===== config.mk =====
export PLATFORM = sky130hd
export DESIGN_NAME = mdu_issue
export DESIGN_NICKNAME = d
export VERILOG_FILES = /design/src/rtl/mdu_issue.sv
export SDC_FILE = /design/constraint.sdc
export NUM_CORES = 1
export LEC_CHECK = 0
export ABC_AREA = 1
export CORE_ASPECT_RATIO = 1.1
export CORE_MARGIN = 2
export CORE_UTILIZATION = 30
export CTS_CLUSTER_SIZE = 24
export DETAILED_ROUTE_END_ITERATION = 10
export GPL_TIMING_DRIVEN = 0
export PLACE_DENSITY = 0.72
export SETUP_SLACK_MARGIN = 0.02
export SLEW_MARGIN = 25
export SYNTH_ARGS = -nofsm -noshare
export SYNTH_HDL_FRONTEND = slang
export SYNTH_SLANG_ARGS = --single-unit

===== constraint.sdc =====
create_clock -name i_clk -period 2.3 [get_ports i_clk]
set_input_delay 0.23 -clock i_clk [delete_from_list [all_inputs] [get_ports i_clk]]
set_output_delay 0.23 -clock i_clk [all_outputs]
set_load 0.05 [all_outputs]

===== src/rtl/mdu_issue.sv =====
// Purpose: issues RV32M instructions to a multiply/divide unit, waits for the result and hands it to writeback.
// Latency: accept at T -> o_mdu_valid at T+1; with a one-cycle MDU o_wb_valid at T+3; MDU wait bounded by P_TIMEOUT.
// Backpressure: o_ins_ready only in IDLE; WB holds address/data until i_wb_ready; i_mdu_ready acts as a result strobe.
//
// Ports:
//   i_clk, i_rst                      clock (posedge) and synchronous active-low reset
//   i_ins_valid/o_ins_ready, i_ins    upstream instruction handshake and RV32 instruction word
//   i_rs1_data, i_rs2_data            register-file operands, sampled on accept
//   o_mdu_valid, o_mdu_rs1/rs2/op     request to the MDU; held stable while the request is outstanding
//   i_mdu_ready, i_mdu_rd             MDU result strobe and result (looked at only in ISSUE)
//   o_wb_valid/i_wb_ready             writeback handshake carrying o_wb_addr and o_wb_data
//   o_illegal, o_timeout              one-cycle error pulses
//   o_busy                            high whenever the FSM is not in IDLE
module mdu_issue #(
    parameter int WIDTH     = 32,
    parameter int P_TIMEOUT = 64
) (
    input  logic             i_clk,
    input  logic             i_rst,
    input  logic             i_ins_valid,
    output logic             o_ins_ready,
    input  logic [31:0]      i_ins,
    input  logic [WIDTH-1:0] i_rs1_data,
    input  logic [WIDTH-1:0] i_rs2_data,
    output logic             o_mdu_valid,
    output logic [WIDTH-1:0] o_mdu_rs1,
    output logic [WIDTH-1:0] o_mdu_rs2,
    output logic [2:0]       o_mdu_op,
    input  logic             i_mdu_ready,
    input  logic [WIDTH-1:0] i_mdu_rd,
    output logic             o_wb_valid,
    input  logic             i_wb_ready,
    output logic [4:0]       o_wb_addr,
    output logic [WIDTH-1:0] o_wb_data,
    output logic             o_illegal,
    output logic             o_timeout,
    output logic             o_busy
);

    // One extra bit so the incremented count can represent P_TIMEOUT itself.
    localparam int CW = $clog2(P_TIMEOUT) + 1;

    typedef enum logic [1:0] {
        IDLE  = 2'd0,
        ISSUE = 2'd1,
        WB    = 2'd2
    } state_t;

    state_t           state;
    state_t           state_nxt;

    logic             accept;
    logic             legal;
    logic             mdu_done;
    logic             to_hit;
    logic [CW-1:0]    cnt;
    logic [CW-1:0]    cnt_inc;

    logic [WIDTH-1:0] rs1_q;
    logic [WIDTH-1:0] rs2_q;
    logic [WIDTH-1:0] res_q;
    logic [2:0]       op_q;
    logic [4:0]       rd_q;
    logic             illegal_q;
    logic             timeout_q;

    // Source-register index fields are not needed here; operands arrive already read.
    logic             unused_rs_fields;
    assign unused_rs_fields = ^i_ins[24:15];

    assign accept   = i_ins_valid && (state == IDLE);
    assign legal    = (i_ins[6:0] == 7'b0110011) && (i_ins[31:25] == 7'b0000001);
    assign mdu_done = (state == ISSUE) && i_mdu_ready;
    assign cnt_inc  = cnt + CW'(1);
    // A result arriving in the last allowed cycle wins over the timeout.
    assign to_hit   = (state == ISSUE) && !i_mdu_ready && (cnt_inc == CW'(P_TIMEOUT));

    // State register
    always_ff @(posedge i_clk) begin
        if (!i_rst) begin
            state <= IDLE;
        end else begin
            state <= state_nxt;
        end
    end

    // Next-state logic
    always_comb begin
        state_nxt = state;
        case (state)
            IDLE: begin
                if (accept && legal) begin
                    state_nxt = ISSUE;
                end
            end
            ISSUE: begin
                if (i_mdu_ready) begin
                    // Writes to x0 are discarded, so skip the writeback handshake.
                    state_nxt = (rd_q != 5'd0) ? WB : IDLE;
                end else if (to_hit) begin
                    state_nxt = IDLE;
                end
            end
            WB: begin
                if (i_wb_ready) begin
                    state_nxt = IDLE;
                end
            end
            default: state_nxt = IDLE;
        endcase
    end

    // Output decode; o_mdu_valid comes from the state so it drops the cycle after the strobe.
    always_comb begin
        o_ins_ready = 1'b0;
        o_mdu_valid = 1'b0;
        o_wb_valid  = 1'b0;
        o_busy      = 1'b0;
        case (state)
            IDLE: begin
                o_ins_ready = 1'b1;
            end
            ISSUE: begin
                o_mdu_valid = 1'b1;
                o_busy      = 1'b1;
            end
            WB: begin
                o_wb_valid = 1'b1;
                o_busy     = 1'b1;
            end
            default: begin
                o_busy = 1'b1;
            end
        endcase
    end

    // Captured operands, result, timeout counter and error pulses
    always_ff @(posedge i_clk) begin
        if (!i_rst) begin
            rs1_q     <= '0;
            rs2_q     <= '0;
            res_q     <= '0;
            op_q      <= '0;
            rd_q      <= '0;
            cnt       <= '0;
            illegal_q <= 1'b0;
            timeout_q <= 1'b0;
        end else begin
            if (accept && legal) begin
                rs1_q <= i_rs1_data;
                rs2_q <= i_rs2_data;
                op_q  <= i_ins[14:12];
                rd_q  <= i_ins[11:7];
                cnt   <= '0;
            end else if ((state == ISSUE) && !i_mdu_ready) begin
                cnt <= cnt_inc;
            end
            if (mdu_done) begin
                res_q <= i_mdu_rd;
            end
            illegal_q <= accept && !legal;
            timeout_q <= to_hit;
        end
    end

    assign o_mdu_rs1 = rs1_q;
    assign o_mdu_rs2 = rs2_q;
    assign o_mdu_op  = op_q;
    assign o_wb_addr = rd_q;
    assign o_wb_data = res_q;
    assign o_illegal = illegal_q;
    assign o_timeout = timeout_q;

endmodule


==> results.json <==
{
  "status": "complete, no violations",
  "clock_skew_ns": 0.00451,
  "htreeDepth": 4,
  "startpoint_type": "flop",
  "worstPathRequired_ns": 2.07,
  "cts_buffer_depth": 2,
  "min_path_type": "input port to flop",
  "vias": 4421,
  "dieHeight_microns": 135,
  "synth_edf_count": 0,
  "syn_to_final_growth_pct": 67.9,
  "tritoncts": "yes",
  "period_share": 0.908,
  "path_class": "flop to output pin",
  "avgViaCountPerCell": 4.37,
  "finalWeightedCongestion": 0.768,
  "cts_buffers": 17,
  "nets": 938,
  "syn_inst": 552,
  "rows": 47,
  "ios": 243,
  "fin_crit_ns": 2.09,
  "die-area_sq_um": 16500,
  "cts.sinks": 115,
  "ir_worst_vdd_v": 0.000400,
  "overflow": 0,
  "clock-root-buffer": "clkbuf_16",
  "setup_viol": 0,
  "setup_ws_ns": 0.212,
  "worst_slew_pin_slew_ns": 0.721,
  "syn_nets": 687,
  "avgSynthCellArea_sq_um": 8.43,
  "layout-drive-gt1-share": 0.125,
  "synth_commonest_cells": "155 x nor2_1, 115 x dfxtp_1, 86 x inv_1",
  "ys_types": 26,
  "cp_slowest_cell": "clkdlybuf4s50_1",
  "wl_per_cell_microns": 13.8,
  "fmax_ghz": 0.479,
  "synth_area_leaders": "dfxtp_1 50%, a211oi_2 13%, nor2_1 13%, inv_1 6.9%, a211oi_1 3.7%",
  "clk_pin_slew_worst_paths_ns": 0.06,
  "drtIter0Drc": 169,
  "drc": 0,
  "grt_setup_unrepaired": "false",
  "clock_latency_ns": 0.41,
  "hpwl_microns": 10400,
  "grt_pass1_wl_microns": 21600,
  "cts_hold_buffers": 0,
  "antenna_found_initial": 0,
  "num_antenna_cells": 0,
  "finalMaxSlewViolations": 0,
  "io_buffers": 232,
  "synth_seq_cells": 115,
  "fillers": 1449,
  "die_x_microns": 123,
  "synth_ff_type": "dfxtp_1",
  "slew_headroom": 0.520,
  "synth.cell_area_sq_um": 4650,
  "cts_setup_buffers": 0,
  "grt_max_degree": 17,
  "core_area_sq_um": 15100,
  "start_util": 0.308,
  "leakage_nw": 2.88,
  "cts_resized": 0,
  "slowest_delay_ns": 0.87,
  "powerDensity_nw_per_um2": 631,
  "drv_cap": 0,
  "routed_wl_microns": 14000,
  "ant_nets": 0,
  "worstPathArrival_ns": 1.86,
  "ys_async_sr_fraction": 0,
  "hold_viol": 0,
  "end_kind": "output pin",
  "yosysSeqAreaShare": 0.495,
  "post-synth-top-count-cell": "nor2_1",
  "synth_top_area_frac": 0.495,
  "path_max_fanout": 2,
  "setup_tns_ns": 0,
  "first_pass_iters": 4,
  "synth_top_cell_by_area": "dfxtp_1",
  "worstPathCellList": "inv_1 > nor2_1 > clkdlybuf4s50_1",
  "grt_pass1_vias": 4183,
  "pre_cts_ws_ns": 0.102,
  "grt_use_total": 0.170,
  "synth_warnings": 0
}
-- cell type report --
class | instances | area (sq um) | share of cell area
timing repair buffer | 232 | 2320 | 0.297
sequential | 115 | 2300 | 0.295
multi-input combinational | 316 | 1830 | 0.235
clock buffer | 20 | 457 | 0.0585
inverter | 88 | 330 | 0.0423
tap | 196 | 245 | 0.0314
buffer | 33 | 186 | 0.0239
clock inverter | 11 | 135 | 0.0173
-- registers in the layout, indices dropped and copies added, names as in the netlist --
signal     count
o_wb_addr      5
o_mdu_op       3
o_mdu_rs2     32
o_timeout      1
cnt            7
o_illegal      1
state          2
o_wb_data     32
o_mdu_rs1     32
-- critical path, delay by kind of cell (launching register included) --
family        cells  cell delay, ns
buf+inv           2            0.92
flops             1            0.34
simple gates      1            0.20
-- worst paths after layout --
| kind | startpoint | to | slack [ns] | depth (start not counted) |
|---|---|---|---|---|
| worst max-delay path | state[1] | o_wb_valid | 0.21 | 3 |
| worst min-delay path | i_mdu_rd[30] | o_wb_data[30] | 0.40 | 3 |
| worst min register to register | o_mdu_rs1[14] | o_mdu_rs1[14] | 0.45 | 2 |
| worst max register to register | state[0] | state[1] | 0.53 | 5 |
-- layout by cell type (no fill, tap or decap) --
cell             synthesis  routed
a211oi_1                23      23
a211oi_2                50      50
a21oi_1                 10      10
buf_1                    3       3
buf_2                    8       8
buf_6                    7       7
bufinv_16                0       3
clkbuf_1                15      16
clkbuf_16                0      17
clkbuf_8                 0       2
clkdlybuf4s50_1          0     232
clkinv_2                 0       6
clkinvlp_4               0       2
dfxtp_1                115     115
ha_1                     2       2
inv_1                   86      86
inv_2                    2       2
nand2_1                 23      23
nand2_2                  1       1
nand3_1                  7       7
nand3b_1                 1       1
nand4_1                  2       2
nor2_1                 155     155
nor2_2                   2       2
nor3_1                   1       1
nor3_2                   1       1
nor4_1                   1       1
o21ai_0                 33      33
or2_0                    1       1
or2_2                    1       1
xnor2_1                  1       1
xor2_1                   1       1
-- cell families (layout without fill, tap and decap cells) --
family,Yosys count,in the layout,synth area share
xor+xnor,2,2,0.00377
buf+inv,121,384,0.111
compound gates,116,116,0.218
flops,115,115,0.495
fa+ha+maj,2,2,0.00538
simple gates,196,196,0.167
-- stage by stage --
| stage | power (mW) | hold slack [ns] | util | area [sq um] | cells |
|---|---|---|---|---|---|
| after floorplan | 2.08 | 0.365 | - | 4650 | 552 |
| after global placement | 2.32 | 0.442 | 0.478 | 7220 | 980 |
| after detailed placement | 2.32 | 0.445 | 0.478 | 7220 | 980 |
| after CTS | 5.00 | 0.384 | 0.517 | 7810 | 1011 |
| after global routing | 5.11 | 0.384 | 0.517 | 7810 | 1011 |
| final | 4.93 | 0.403 | 0.517 | 7810 | 1011 |
-- where the power goes --
group | leakage, nW | internal (mW) | switching [mW]
combinational | 1.66 | 0.192 | 0.0877
sequential | 0.926 | 1.99 | 0.000340
clock | 0.291 | 1.74 | 0.913
total | 2.88 | 3.93 | 1.00
-- metal layers --
| metal | up-vias | routed length (microns) | global-route usage |
|---|---|---|---|
| li1 | 2270 | - | - |
| met1 | 1947 | 5930 | 0.202 |
| met2 | 182 | 6380 | 0.273 |
| met3 | 22 | 1390 | 0.0667 |
| met4 | 0 | 271 | 0.0728 |
| met5 | - | 0 | 0 |
No activity file was read; power rests on OpenSTA's default activity.
